### src/rtl/sump_cmd_receiver_pkg.sv
// Shared encodings for the SUMP receive path: UART bit FSM states, command FSM states,
// the long-command flag position and the SUMP short opcodes the decoder acts on.
package sump_cmd_receiver_pkg;

  typedef enum logic [2:0] {
    RX_IDLE  = 3'd0,
    RX_START = 3'd1,
    RX_DATA  = 3'd2,
    RX_STOP  = 3'd3,
    RX_BREAK = 3'd4
  } rx_state_t;

  typedef enum logic {
    CMD_OP   = 1'b0,
    CMD_DATA = 1'b1
  } cmd_state_t;

  localparam int LONG_CMD_BIT = 7;

  localparam logic [7:0] SUMP_RESET = 8'h00;
  localparam logic [7:0] SUMP_RUN   = 8'h01;
  localparam logic [7:0] SUMP_ID    = 8'h02;
  localparam logic [7:0] SUMP_XON   = 8'h11;
  localparam logic [7:0] SUMP_XOFF  = 8'h13;

  function automatic logic is_long_cmd(input logic [7:0] b);
    return b[LONG_CMD_BIT];
  endfunction

endpackage

### src/rtl/sump_cmd_receiver_rx_byte.sv
// 8N1 UART byte receiver (module uart_rx_byte): two-flop synchroniser plus bit FSM.
// Emits one-cycle strobes for a good byte or a bad stop bit.
//
// state    | meaning
// RX_IDLE  | line idle, waiting for falling edge on rxs
// RX_START | counting to mid start bit to reject glitches
// RX_DATA  | sampling 8 data bits mid-bit, LSB first
// RX_STOP  | sampling the stop bit
// RX_BREAK | stop bit was low, waiting for line to return high
module uart_rx_byte
  import sump_cmd_receiver_pkg::*;
#(
  parameter int BITLENGTH = 16
) (
  input  logic       clock,
  input  logic       extReset_n,
  input  logic       rx,
  output logic [7:0] rx_byte,
  output logic       rx_byte_valid,
  output logic       frame_err
);

  localparam logic [15:0] HALF_M1 = 16'(BITLENGTH / 2 - 1);
  localparam logic [15:0] FULL_M1 = 16'(BITLENGTH - 1);

  rx_state_t   state;
  logic        rx_meta;
  logic        rxs;
  logic [15:0] cnt;
  logic [2:0]  idx;
  logic [7:0]  shreg;

  always_ff @(posedge clock or negedge extReset_n) begin
    if (!extReset_n) begin
      rx_meta       <= 1'b1;
      rxs           <= 1'b1;
      state         <= RX_IDLE;
      cnt           <= '0;
      idx           <= '0;
      shreg         <= '0;
      rx_byte       <= '0;
      rx_byte_valid <= 1'b0;
      frame_err     <= 1'b0;
    end else begin
      rx_meta       <= rx;
      rxs           <= rx_meta;
      rx_byte_valid <= 1'b0;
      frame_err     <= 1'b0;
      case (state)
        RX_IDLE: begin
          if (!rxs) begin
            state <= RX_START;
            cnt   <= '0;
          end
        end
        RX_START: begin
          if (cnt == HALF_M1) begin
            cnt   <= '0;
            idx   <= '0;
            state <= rxs ? RX_IDLE : RX_DATA;
          end else begin
            cnt <= cnt + 16'd1;
          end
        end
        RX_DATA: begin
          if (cnt == FULL_M1) begin
            cnt   <= '0;
            shreg <= {rxs, shreg[7:1]};
            idx   <= idx + 3'd1;
            if (idx == 3'd7) state <= RX_STOP;
          end else begin
            cnt <= cnt + 16'd1;
          end
        end
        RX_STOP: begin
          if (cnt == FULL_M1) begin
            cnt <= '0;
            if (rxs) begin
              rx_byte       <= shreg;
              rx_byte_valid <= 1'b1;
              state         <= RX_IDLE;
            end else begin
              frame_err <= 1'b1;
              state     <= RX_BREAK;
            end
          end else begin
            cnt <= cnt + 16'd1;
          end
        end
        RX_BREAK: begin
          if (rxs) state <= RX_IDLE;
        end
        default: state <= RX_IDLE;
      endcase
    end
  end

endmodule

### src/rtl/sump_cmd_receiver.sv
// SUMP command receiver: UART bytes grouped into short (1 byte) or long (opcode + 4 data
// bytes) commands, each presented with a one-cycle execute strobe.
// Optional inter-byte timeout for long commands: define SUMP_RX_TIMEOUT_EN.
//
// state    | meaning
// CMD_OP   | expecting an opcode byte
// CMD_DATA | collecting data bytes of a long command
module sump_cmd_receiver
  import sump_cmd_receiver_pkg::*;
#(
  parameter int FREQ         = 100000000,
  parameter int RATE         = 115200,
  parameter int BITLENGTH    = FREQ / RATE,
  parameter int TIMEOUT_BITS = 1024
) (
  input  logic        clock,
  input  logic        extReset_n,
  input  logic        rx,
  output logic [7:0]  opcode,
  output logic [31:0] opdata,
  output logic        execute,
  output logic [7:0]  rx_byte,
  output logic        rx_byte_valid,
  output logic        frame_err
);

  if (BITLENGTH < 4 || BITLENGTH > 65535) begin : g_bad_bitlength
    $error("sump_cmd_receiver: BITLENGTH out of range 4..65535");
  end
  if (TIMEOUT_BITS < 1 || TIMEOUT_BITS > 65535) begin : g_bad_timeout
    $error("sump_cmd_receiver: TIMEOUT_BITS out of range 1..65535");
  end

  cmd_state_t  cmd_state;
  logic [1:0]  data_idx;
  logic [7:0]  op_hold;
  logic [23:0] data_buf;
  logic        timeout_hit;

  uart_rx_byte #(
    .BITLENGTH(BITLENGTH)
  ) u_rx (
    .clock        (clock),
    .extReset_n   (extReset_n),
    .rx           (rx),
    .rx_byte      (rx_byte),
    .rx_byte_valid(rx_byte_valid),
    .frame_err    (frame_err)
  );

`ifdef SUMP_RX_TIMEOUT_EN
  localparam logic [15:0] TICK_M1 = 16'(BITLENGTH - 1);
  localparam logic [15:0] TO_M1   = 16'(TIMEOUT_BITS - 1);

  logic [15:0] tick_cnt;
  logic [15:0] bit_periods;

  // Idle time is measured only while a long command is partially assembled.
  always_ff @(posedge clock or negedge extReset_n) begin
    if (!extReset_n) begin
      tick_cnt    <= '0;
      bit_periods <= '0;
    end else if (cmd_state != CMD_DATA || rx_byte_valid) begin
      tick_cnt    <= '0;
      bit_periods <= '0;
    end else if (tick_cnt == TICK_M1) begin
      tick_cnt    <= '0;
      bit_periods <= bit_periods + 16'd1;
    end else begin
      tick_cnt <= tick_cnt + 16'd1;
    end
  end

  assign timeout_hit = (cmd_state == CMD_DATA) && !rx_byte_valid &&
                       (tick_cnt == TICK_M1) && (bit_periods == TO_M1);
`else
  assign timeout_hit = 1'b0;
`endif

  always_ff @(posedge clock or negedge extReset_n) begin
    if (!extReset_n) begin
      cmd_state <= CMD_OP;
      data_idx  <= '0;
      op_hold   <= '0;
      data_buf  <= '0;
      opcode    <= '0;
      opdata    <= '0;
      execute   <= 1'b0;
    end else begin
      execute <= 1'b0;
      if (frame_err || timeout_hit) begin
        cmd_state <= CMD_OP;
      end else if (rx_byte_valid) begin
        case (cmd_state)
          CMD_OP: begin
            if (is_long_cmd(rx_byte)) begin
              op_hold   <= rx_byte;
              data_idx  <= '0;
              cmd_state <= CMD_DATA;
            end else begin
              opcode  <= rx_byte;
              opdata  <= '0;
              execute <= 1'b1;
            end
          end
          CMD_DATA: begin
            case (data_idx)
              2'd0: data_buf[7:0]   <= rx_byte;
              2'd1: data_buf[15:8]  <= rx_byte;
              2'd2: data_buf[23:16] <= rx_byte;
              default: begin
                opcode    <= op_hold;
                opdata    <= {rx_byte, data_buf};
                execute   <= 1'b1;
                cmd_state <= CMD_OP;
              end
            endcase
            data_idx <= data_idx + 2'd1;
          end
          default: cmd_state <= CMD_OP;
        endcase
      end
    end
  end

endmodule

### config.mk
export PLATFORM = sky130hd
export DESIGN_NAME = sump_cmd_receiver
export DESIGN_NICKNAME = d
export VERILOG_FILES = /design/src/rtl/sump_cmd_receiver_pkg.sv /design/src/rtl/sump_cmd_receiver_rx_byte.sv /design/src/rtl/sump_cmd_receiver.sv
export SDC_FILE = /design/constraint.sdc
export NUM_CORES = 1
export LEC_CHECK = 0
export ABC_CLOCK_PERIOD_IN_PS = 2200
export CAP_MARGIN = 20
export CORE_MARGIN = 1.5
export CORE_UTILIZATION = 30
export CTS_BUF_LIST = sky130_fd_sc_hd__clkbuf_8
export DETAILED_ROUTE_END_ITERATION = 10
export PLACE_DENSITY_LB_ADDON = 0.08
export SLEW_MARGIN = 20
export SYNTH_ARGS = -nofsm -noshare
export SYNTH_HDL_FRONTEND = slang
export SYNTH_HIERARCHICAL = 1
export SYNTH_SLANG_ARGS = --single-unit
### constraint.sdc
create_clock -name clock -period 2.2 [get_ports clock]
set_clock_uncertainty 0.15 [all_clocks]
set_input_delay 0.44 -clock clock [delete_from_list [all_inputs] [get_ports clock]]
set_output_delay 0.44 -clock clock [all_outputs]
set_load 0.02 [all_outputs]
== Word level (Yosys, flattened, before mapping) ==
Cells that the tools add are included.
Operators by class
  add/sub/neg operators: 3
  equal/unequal tests: 18
  muxes and demuxes: 40
  bitwise gates (word level): 2
  reduce and logical (&&, ||, !) cells: 18
Operator list (number)
  $mux 32: 2
  $pmux 32 s2: 1
  $mux 16: 3
  $pmux 16 s3: 1
  $mux 3: 9
  $reduce_and 4->1: 5
  $add 16x1->16 const B: 1
  $eq 16x10->1 const B: 1
  $eq 16x9->1 const B: 1
  $mux 8: 2
  $pmux 8 s2: 1
  $pmux 3 s5: 1
  $mux 1: 14
  $ne 2x1->1 const B: 6
  $reduce_and 3->1: 3
  $eq 3x2->1 const B: 2
  $eq 3x3->1 const B: 2
  $ne 2x2->1 const B: 3
  $pmux 3 s2: 1
  $reduce_and 6->1: 1
  $mux 2: 2
  $pmux 1 s2: 2
  $pmux 2 s2: 1
  $reduce_and 2->1: 2
  12 further kinds: 14
Storage, ports and cells
  register bits: 118
  input bits: 3
  output and inout bits: 51
  word-level logic and storage cells: 99

== Depth between registers and ports, before layout ==
Gate-level depths: netlist (run 1).
  word-level depth: 6
  mapped depth: 8
  depth with buffers taken out: 7

== Hierarchy ==
The synthesis (run 1) kept the hierarchy.
Modules (own cells, without submodules)
  sump_cmd_receiver: instances 1, cells each 265, area each 3234.4 um^2, sequential area each 1901.8 um^2
  uart_rx_byte: instances 1, cells each 199, area each 2019.4 um^2, sequential area each 1053.5 um^2

== Worst setup path before layout (run 1) ==
OpenSTA, ideal clock, no wires.
  kind: reg2reg
  from: register u_rx.cnt[11]
  to: register u_rx.shreg[7]
  library setup time: 0.117 ns
  data arrival time: 2.101 ns
  required time: 1.933 ns
  slack: -0.168 ns
  stages on the path, launching flop included: 8
  buffers on the path: 2
  clock period less this slack: 2.368 ns
  cells stage by stage: dfrtp_1 -> buf_6 -> or4_4 -> or4_4 -> or3_1 -> buf_6 -> nand2_1 -> nand2_1
Between the ends
  cells in the longest elaborated chain, start to end: 2
Ends and longest elaborated chain
  start: declaration: RTL line sump_cmd_receiver_rx_byte.sv:29  | logic [15:0] cnt;
  start signal: assignment: RTL line sump_cmd_receiver_rx_byte.sv:62  | cnt <= cnt + 16'd1;
  start signal: assignment: RTL line sump_cmd_receiver_rx_byte.sv:72  | cnt <= cnt + 16'd1;
  start signal: assignment: RTL line sump_cmd_receiver_rx_byte.sv:87  | cnt <= cnt + 16'd1;
  $eq 16x10->1: RTL line sump_cmd_receiver_rx_byte.sv:66  | if (cnt == FULL_M1) begin
  $reduce_and 2->1 (no line)
  end signal: assignment: RTL line sump_cmd_receiver_rx_byte.sv:68  | shreg <= {rxs, shreg[7:1]};
  end: declaration: RTL line sump_cmd_receiver_rx_byte.sv:31  | logic [7:0] shreg;
No other way between the ends.
A chain may end at the register's enable or synchronous reset.

== Worst setup path after layout (run 1) ==
  from: register u_rx.cnt[15]
  to: register u_rx.idx[0]
Between the ends
  cells in the longest elaborated chain, start to end: 3
Ends and longest elaborated chain
  $eq 16x10->1 or $eq 16x9->1 (tied branches): RTL line sump_cmd_receiver_rx_byte.sv:66, sump_cmd_receiver_rx_byte.sv:57
  $ne 2x1->1 (no line)
  $reduce_and 3->1 (no line) (*)
  end signal: assignment: RTL line sump_cmd_receiver_rx_byte.sv:69  | idx <= idx + 3'd1;
  end: declaration: RTL line sump_cmd_receiver_rx_byte.sv:30  | logic [2:0] idx;
Mark *: on every way between the ends. The rest lies on a longest branch, timed or not.

==> results.yml, run 1 <==
run_status:
  outcome: "finished, violations left"
  violations: "negative setup slack"
timing:
  final.min_clock_period_ns: 2.359
  timing.fmax_ghz: 0.4239
  slew_headroom: 0.6725
  setup_slack_ns: -0.1593
  grt_setup_unrepaired: "true"
  worst_slew_pin_slew_ns: 0.4897
  hold_violations: 0
  timing.final.crit_share: 1.072
  drv_slew: 0
  finalSetupViolations: 32
  setup_tns_ns: -2.692
yosys:
  ys_types: 52
  synth.ff_latch_count: 118
  synthTopCellsByArea: "dfrtp_1 55%, mux2_2 8.1%, o21ai_0 4.0%"
  syn_avg_cell_area_um2: 11.32
  yosysTopAreaCell: "dfrtp_1"
  yosys_warnings: 6
  seq_area_frac_synth: 0.5625
  synthCells: 464
  syn_area_um2: 5254
  netlist.area_leader.share: 0.5525
  syn_nets: 475
route:
  drc_errors: 0
  wl_per_cell_um: 15.75
  ant_nets: 0
  num_vias: 3866
  wirelength_mm: 12.74
  drt-pass1-iter-count: 4
  viasPerCell: 4.779
  drtIter0Drc: 134
placement:
  io_buffers: 53
  postPlaceCellArea_um2: 6352
  post-place-ws_ns: -0.1826
  hpwl_mm: 8.574
  gp_routability_congestion: 0.8107
worst_setup_path:
  worstSetupStartpointType: "flip-flop"
  end_kind: "flip-flop"
  required_ns: 2.37
  cp.arrival_ns: 2.53
  crit_fanout: 3
  critPathKind: "flip-flop to flip-flop"
job:
  drv_cap: 0
power_and_ir_drop:
  combPwrFrac: 0.013
  p_seq_frac: 0.477
  leakage_nw: 3.277
  p_sw_mw: 0.9035
  internal_power_mw: 3.654
  switching_share: 0.1983
  vdd_ir_drop_max_mv: 0.3540
  pwr-share-clk: 0.510
  p_per_area_nw_per_um2: 643.4
finish:
  final_area_um2: 7083
  layout-drive-gt1-share: 0.2808
  nFillCells: 1684
  diodes: 0
  synthToLayoutAreaGrowth_pct: 34.82
  final_nets: 582
  final_core_util: 0.4124
clocking:
  htreeDepth: 4
  clockRootBuffer: "clkbuf_8"
  cts_tree: "yes"
  insertion_delay_ns: 0.43
  cts.clk_slew.worst_paths_ns: 0.07
  cts_buffers: 17
  clock_sinks: 118
  clk_path_buf_depth: 2
global_routing:
  grt_usage: 0.1509
  gr-total-overflow: 0
  grt_pass1_wl_mm: 20.96
  grt_pass1_vias: 3932
  antenna_found_initial: 0
  grt_max_degree: 55
worst_hold_path:
  hp-class: "flip-flop to flip-flop"
die:
  ios: 54
  die_area_um2: 18320
  start_util: 0.3059
  die_w_um: 135.3
  core_area_um2: 17180
  rows: 48
  die_h_um: 135.3
-- worst max-delay path, stage by stage, from the launching register on --
cell and delay [ns]:
dfrtp_1 0.38, or4_4 0.58, or4_4 0.58, nor3_4 0.18, o21bai_2 0.11, mux2_4 0.26
-- power groups by stage --
stage | sequential [mW] | clock [mW] | combinational (mW)
CTS | 2.17 | 2.39 | 0.0606
global placement | 2.22 | 0 | 0.0581
finish | 2.18 | 2.32 | 0.0575
global route | 2.17 | 2.50 | 0.0687
floorplan | 2.21 | 0 | 0.00281
detailed placement | 2.22 | 0 | 0.0593
-- routing by layer --
metal | global-route usage | routed length (um)
met5 | 0 | 0
met4 | 0.06870 | 281
met3 | 0.03816 | 431
met2 | 0.2443 | 6171
met1 | 0.1898 | 5858
-- layout by cell type (no fill, tap or decap), types with 3 or more instances in the layout --
cell | synthesis | final
o2bb2ai_1 | 3 | 3
bufinv_16 | 0 | 6
clkinv_2 | 0 | 4
nand3_4 | 2 | 3
clkbuf_8 | 0 | 18
nor3_1 | 4 | 3
nand4_1 | 33 | 33
buf_12 | 0 | 3
buf_4 | 6 | 50
nand3_1 | 11 | 9
nand2b_1 | 3 | 3
or4_4 | 3 | 3
a31oi_1 | 11 | 9
mux2_2 | 38 | 37
ha_1 | 8 | 8
dfrtp_1 | 116 | 116
nand2_1 | 37 | 35
a21oi_2 | 0 | 5
mux2_1 | 16 | 16
a22o_1 | 3 | 3
buf_6 | 2 | 8
nor2b_1 | 6 | 6
nor3_4 | 1 | 3
o21ai_0 | 42 | 35
a21oi_1 | 9 | 4
o21ai_2 | 0 | 3
nor2_1 | 14 | 14
inv_1 | 41 | 45
o21ai_1 | 0 | 4
or3_1 | 4 | 3
clkdlybuf4s50_1 | 0 | 52
-- worst paths after layout --
path	from	to	depth (start not counted)	slack (ns)
max reg2reg	u_rx/cnt[15]$_DFFE_PN0P_	u_rx/idx[0]$_DFFE_PN0P_	5	-0.16
min reg2reg	u_rx/rx_meta$_DFF_PN1_	u_rx/rxs$_DFF_PN1_	0	0.21
max in group asynchronous	extReset_n	u_rx/rxs$_DFF_PN1_	3	0.98
min	u_rx/rx_meta$_DFF_PN1_	u_rx/rxs$_DFF_PN1_	0	0.21
max	u_rx/cnt[15]$_DFFE_PN0P_	u_rx/idx[0]$_DFFE_PN0P_	5	-0.16
min in group asynchronous	extReset_n	op_hold[5]$_DFFE_PN0P_	2	0.27
-- cells in the mapped netlist (all sizes together) --
cell type,n
nor2b,6
or3,4
a221o,1
a311oi,1
a31oi,11
nor4,3
dfstp,2
o31ai,3
o21bai,1
a41oi,1
or2,1
buf,17
a22o,3
nand2b,4
a21oi,9
o21a,1
nand4b,2
nand3,13
ha,8
a211o,1
o22ai,1
nor2,14
nand4,34
dfrtp,116
clkbuf,9
o32ai,1
o211ai,1
a211oi,1
o21ai,42
and3,2
inv,41
o32a,1
a21o,1
nand3b,2
o2bb2ai,3
mux2i,1
nand2,37
nor3,6
or4,3
mux2,54
and2b,1
and2,1
-- cells by family (layout without fill, tap and decap cells) --
| group | after synthesis | count (layout) | share of synthesized area |
|---|---|---|---|
| fa+ha+maj | 8 | 8 | 0.01905 |
| simple gates | 133 | 133 | 0.1479 |
| mux | 55 | 55 | 0.1176 |
| buf+inv | 67 | 187 | 0.05715 |
| flops | 118 | 118 | 0.5625 |
| compound gates | 83 | 83 | 0.09574 |
-- stage by stage --
step | cells | power [mW] | hold slack [ns]
floorplan | 464 | 2.217 | -0.005591
detailed placement | 767 | 2.275 | 0.2017
finish | 809 | 4.557 | 0.2100
CTS | 802 | 4.630 | 0.2121
global route | 809 | 4.744 | 0.2143
global placement | 767 | 2.274 | 0.1964
-- cell type report --
cell class,instances,area (um2),share of cell area
Clock buffer,18,247.7,0.03498
Clock inverter,14,215.2,0.03038
Inverter,41,153.9,0.02173
Multi-Input combinational cell,279,2173,0.3068
Sequential cell,118,2955,0.4172
Tap cell,225,281.5,0.03975
Timing Repair Buffer,114,1056,0.1491
-- sequential cells by signal, summed over array words and instances, names as in the netlist --
name	cells
cmd_state	1
data_buf	24
data_idx	2
execute	1
op_hold	8
opcode	8
opdata	32
u_rx/cnt	16
u_rx/frame_err	1
u_rx/idx	3
u_rx/rx_byte	8
u_rx/rx_byte_valid	1
u_rx/rx_meta	1
u_rx/rxs	1
u_rx/shreg	8
u_rx/state	3
-- repair_timing --
item | 4_1_cts | 5_1_grt
pin swaps | 13 | 15
hold endpoints to repair | 19 | 0
resized for setup | 8 | 37
hold buffers | 1 | 0
setup buffers | 2 | 8
setup endpoints to repair | 35 | 38
No activity file was read; power rests on OpenSTA's default activity.
==> inputs of run 2 (changes only) <==
Settings changed: CORE_ASPECT_RATIO set to 0.9.
==> run 2 against run 1 <==
Against the previous run: the flow still finishes with violations (negative setup slack); cell count grew 0.37%; routed wire length increased by 3.2%; flip-flop and latch count unchanged; critical path depth did not move; register-to-register slack about the same; largest cell class unchanged.
==> results.yml, run 2 (synthesis results as in run 1) <==
run_status:
  outcome: "finished, violations left"
  violations: "negative setup slack"
global_routing:
  grt_pass1_vias: 3963
  antenna_found_initial: 0
  grt_usage: 0.1557
  grt_max_degree: 55
  gr-total-overflow: 0
  grt_pass1_wl_mm: 21.52
worst_setup_path:
  end_kind: "flip-flop"
  crit_slowest_cell: "or4_4"
  path_buf_inv: 0
  crit_family: "simple AND/OR/NAND/NOR gates"
  crit_fanout: 8
  critPathKind: "flip-flop to flip-flop"
  required_ns: 2.37
  slowest_delay_ns: 0.59
  critical_path.cell_chain: "or4_4 > or4_4 > or3_4 > nand2_1 > nand2_1"
  cp.arrival_ns: 2.53
  worstSetupStartpointType: "flip-flop"
worst_hold_path:
  hp-class: "flip-flop to flip-flop"
timing:
  finalSetupViolations: 28
  final.min_clock_period_ns: 2.359
  setup_tns_ns: -2.020
  timing.final.crit_share: 1.072
  worst_slew_pin_slew_ns: 0.5345
  hold_violations: 0
  drv_slew: 0
  slew_headroom: 0.6404
  setup_slack_ns: -0.1594
  timing.fmax_ghz: 0.4238
  grt_setup_unrepaired: "true"
finish:
  multi_input_area_um2: 2162
  final_common_cell: "dfrtp_1"
  largest_registers: "opdata: 32 flops, data_buf: 24 flops, u_rx/cnt: 16 flops"
  seq_area_um2: 2957
  synthToLayoutAreaGrowth_pct: 32.56
  largest_register_ffs: 32
  final_nets: 575
  final_cell_mix: "115 x dfrtp_1, 50 x clkdlybuf4s50_1, 46 x buf_4"
  regMostFlops: "opdata"
  final_cells: 812
  nFillCells: 1695
  diodes: 0
  layout-drive-gt1-share: 0.2842
route:
  viasPerCell: 4.744
  wirelength_mm: 13.16
  drc_errors: 0
  num_vias: 3852
  ant_nets: 0
  drt-pass1-iter-count: 4
  wl_per_cell_um: 16.20
  drtIter0Drc: 139
die:
  ios: 54
  die_w_um: 142.5
  die_area_um2: 18320
  start_util: 0.3090
  die_h_um: 128.5
  rows: 45
  core_area_um2: 17000
placement:
  dp_cells: 772
  hpwl_mm: 8.745
  gp_routability_congestion: 0.7598
  io_buffers: 53
clocking:
  htreeDepth: 4
  clk_path_buf_depth: 2
  clockRootBuffer: "clkbuf_8"
  clock_sinks: 118
  cts_tree: "yes"
  cts_buffers: 17
  insertion_delay_ns: 0.43
  cts.clk_slew.worst_paths_ns: 0.07
power_and_ir_drop:
  leakage_nw: 3.217
  p_per_area_nw_per_um2: 611.9
  vdd_ir_drop_max_mv: 0.3211
  power_mw: 4.262
job:
  drv_cap: 0
-- run 2: cell count changes in the layout (fill, tap and decap cells not counted), sizes merged, moves of 3 or more --
cell,change
clkinvlp,+3
clkbuf,+3
bufinv,-4
inv,-4
buf,-7
-- run 2: per-stage QoR --
step / util / hold WS, ns / setup WS (ns) / instance area, um2
finish: 0.4096 / 0.2078 / -0.1594 / 6964
global placement: 0.3714 / 0.1957 / -0.1730 / 6315
CTS: 0.4046 / 0.2087 / -0.1454 / 6879
floorplan: - / -0.005591 / -0.1233 / 5270
detailed placement: 0.3714 / 0.1990 / -0.2090 / 6315
global route: 0.4096 / 0.2098 / -0.1957 / 6964
-- run 2: area by class of cell --
| class | instances | area share |
|---|---|---|
| sequential | 118 | 0.4245 |
| clock inverter | 11 | 0.01779 |
| timing repair buffer | 107 | 0.1414 |
| multi-input combinational | 279 | 0.3105 |
| inverter | 41 | 0.02210 |
| clock buffer | 21 | 0.04150 |
| tap | 235 | 0.04222 |
-- run 2: path summary, 6_finish.rpt --
kind                                     startpoint                         to  slack [ns]  cells after the start
setup / recovery           u_rx/cnt[15]$_DFFE_PN0P_  u_rx/shreg[3]$_DFFE_PN0P_       -0.16                      5
hold / removal               u_rx/rx_meta$_DFF_PN1_         u_rx/rxs$_DFF_PN1_        0.21                      0
setup reg to reg           u_rx/cnt[15]$_DFFE_PN0P_  u_rx/shreg[3]$_DFFE_PN0P_       -0.16                      5
hold reg to reg              u_rx/rx_meta$_DFF_PN1_         u_rx/rxs$_DFF_PN1_        0.21                      0
max in group asynchronous                extReset_n     u_rx/rx_meta$_DFF_PN1_        0.97                      3
min in group asynchronous                extReset_n    data_buf[1]$_DFFE_PN0P_        0.29                      2
-- run 2: report_power, final --
part | switching, mW | internal [mW] | total [mW]
clock network | 0.905 | 1.13 | 2.03
logic | 0.0443 | 0.0117 | 0.0561
registers | 0.00300 | 2.17 | 2.17
total | 0.953 | 3.31 | 4.26
-- run 2: repair_timing --
action / in CTS / in global routing
buffers inserted: 4 / 3
hold buffers: 1 / 0
gates cloned: 1 / 0
hold endpoints to repair: 18 / 0
setup endpoints to repair: 38 / 37
pin swaps: 16 / 9
resized for setup: 24 / 19
-- run 2: metal layers --
metal  vias to the layer above  global-route usage  wire length, um
li1                       1854                   -                -
met1                      1918              0.1973             6094
met2                        66              0.2579             6431
met3                        14             0.04057              438
met4                         0             0.05518              191
met5                         -                   0                0
-- run 2: worst register-to-register path: cells and delay by family (launching register included) --
| family | cells | cell delay, ns |
|---|---|---|
| and+or+nand+nor | 5 | 1.73 |
| DFF | 1 | 0.38 |
==> inputs of run 3 (changes only) <==
Settings changed: PLACE_DENSITY set to 0.5, PLACE_DENSITY_LB_ADDON 0.08 to unset.
==> run 3 against run 2 <==
Against the previous run: the flow still finishes with violations (negative setup slack); power is 2.1% higher; register-to-register slack hardly changed; routed wire length is 4.0% lower; highest routed layer unchanged.
==> results.yml, run 3 (synthesis results as in run 1) <==
power_and_ir_drop:
  leakage_nw: 3.239
  power_mw: 4.351
  vdd_ir_drop_max_mv: 0.3512
  p_per_area_nw_per_um2: 629.7
worst_setup_path:
  slowest_delay_ns: 0.59
  crit_slowest_cell: "or4_4"
  critPathKind: "flip-flop to flip-flop"
  critical_path.cell_chain: "or4_4 > or4_4 > or3_4 > nand2_1 > nand2_1"
  path_buf_inv: 0
  crit_family: "simple AND/OR/NAND/NOR gates"
  worstSetupStartpointType: "flip-flop"
  required_ns: 2.38
  cp.arrival_ns: 2.54
  end_kind: "flip-flop"
  crit_fanout: 8
die:
  die_area_um2: 18320
  start_util: 0.3090
  ios: 54
  core_area_um2: 17000
  die_w_um: 142.5
  die_h_um: 128.5
  rows: 45
placement:
  gp_routability_congestion: 0.8030
  io_buffers: 53
  postPlaceCellArea_um2: 6347
  hpwl_mm: 8.581
finish:
  regMostFlops: "opdata"
  final_common_cell: "dfrtp_1"
  final_nets: 576
  synthToLayoutAreaGrowth_pct: 31.51
  diodes: 0
  largest_registers: "opdata: 32 flops, data_buf: 24 flops, u_rx/cnt: 16 flops"
  layout-drive-gt1-share: 0.2543
  largest_register_ffs: 32
  final_cell_mix: "115 x dfrtp_1, 49 x clkdlybuf4s50_1, 46 x buf_4"
  final_core_util: 0.4063
  final_area_um2: 6909
worst_hold_path:
  hp-class: "input port to async pin"
timing:
  setup_slack_ns: -0.1621
  timing.fmax_ghz: 0.4233
  finalSetupViolations: 34
  slew_headroom: 0.6408
  worst_slew_pin_slew_ns: 0.5388
  hold_violations: 0
  grt_setup_unrepaired: "true"
  drv_slew: 0
  final.min_clock_period_ns: 2.362
  timing.final.crit_share: 1.074
route:
  drc_errors: 0
  ant_nets: 0
  wl_per_cell_um: 15.53
  num_vias: 3829
  viasPerCell: 4.710
  drtIter0Drc: 103
  wirelength_mm: 12.63
  drt-pass1-iter-count: 5
global_routing:
  antenna_found_initial: 0
  grt_pass1_vias: 3909
  grt_usage: 0.1490
  gr-total-overflow: 0
  grt_pass1_wl_mm: 20.60
  grt_max_degree: 49
clocking:
  cts.clk_slew.worst_paths_ns: 0.08
  cts_tree: "yes"
  htreeDepth: 4
  clockRootBuffer: "clkbuf_8"
  cts_buffers: 17
  insertion_delay_ns: 0.44
  clock_sinks: 118
  clk_path_buf_depth: 2
job:
  drv_cap: 0
run_status:
  outcome: "finished, violations left"
  violations: "negative setup slack"
-- run 3: final timing paths --
path / cells past startpoint / endpoint / slack (ns) / from
setup / recovery: 5 / u_rx/shreg[4]$_DFFE_PN0P_ / -0.16 / u_rx/cnt[15]$_DFFE_PN0P_
min in group clock: 0 / u_rx/rxs$_DFF_PN1_ / 0.22 / u_rx/rx_meta$_DFF_PN1_
setup reg to reg: 5 / u_rx/shreg[4]$_DFFE_PN0P_ / -0.16 / u_rx/cnt[15]$_DFFE_PN0P_
hold / removal: 2 / opdata[4]$_DFFE_PN0P_ / 0.20 / extReset_n
hold reg to reg: 0 / u_rx/rxs$_DFF_PN1_ / 0.22 / u_rx/rx_meta$_DFF_PN1_
max in group asynchronous: 3 / execute$_DFF_PN0_ / 1.07 / extReset_n
-- run 3: cell type report --
class                      count  area (um2)
multi-input combinational    279        2063
sequential                   118        2957
clock inverter                12       150.1
timing repair buffer         108        1016
clock buffer                  20       275.3
inverter                      41       153.9
tap                          235       294.0
fill                        1683       10090
-- run 3: worst reg2reg max path: cells and delay by family, from the launching register on --
kind	cells	cell delay, ns
and+or+nand+nor	5	1.72
DFF	1	0.38
-- run 3: routing by layer --
| layer | track usage | part of all wire | up-vias |
|---|---|---|---|
| met5 | 0 | 0 | - |
| met4 | 0.05397 | 0.0080 | 0 |
| met3 | 0.04503 | 0.043 | 7 |
| met2 | 0.2459 | 0.48 | 85 |
| met1 | 0.1854 | 0.47 | 1884 |
| li1 | - | - | 1853 |
-- run 3: stage by stage --
stage / TNS, ns / hold slack (ns) / std cells / setup WS (ns)
CTS: -2.741 / 0.1746 / 811 / -0.1487
global route: -5.098 / 0.1771 / 813 / -0.2089
floorplan: -1.536 / -0.005591 / 464 / -0.1233
finish: -2.705 / 0.2024 / 813 / -0.1621
detailed placement: -3.502 / 0.1029 / 773 / -0.2140
global placement: -2.265 / 0.1053 / 773 / -0.1663
-- run 3: what timing repair did --
action | CTS | global route
endpoints found under the hold margin | 116 | 0
pin swaps | 7 | 8
cloned | 1 | 0
hold buffers | 1 | 0
endpoints found under the setup margin | 36 | 40
buffers inserted | 4 | 2
resized for setup | 8 | 12
-- run 3: report_power, final --
part,internal [mW],total [mW],switching (mW)
clock network,1.21,2.12,0.912
registers,2.17,2.17,0.00283
logic,0.0130,0.0574,0.0444
total,3.39,4.35,0.959
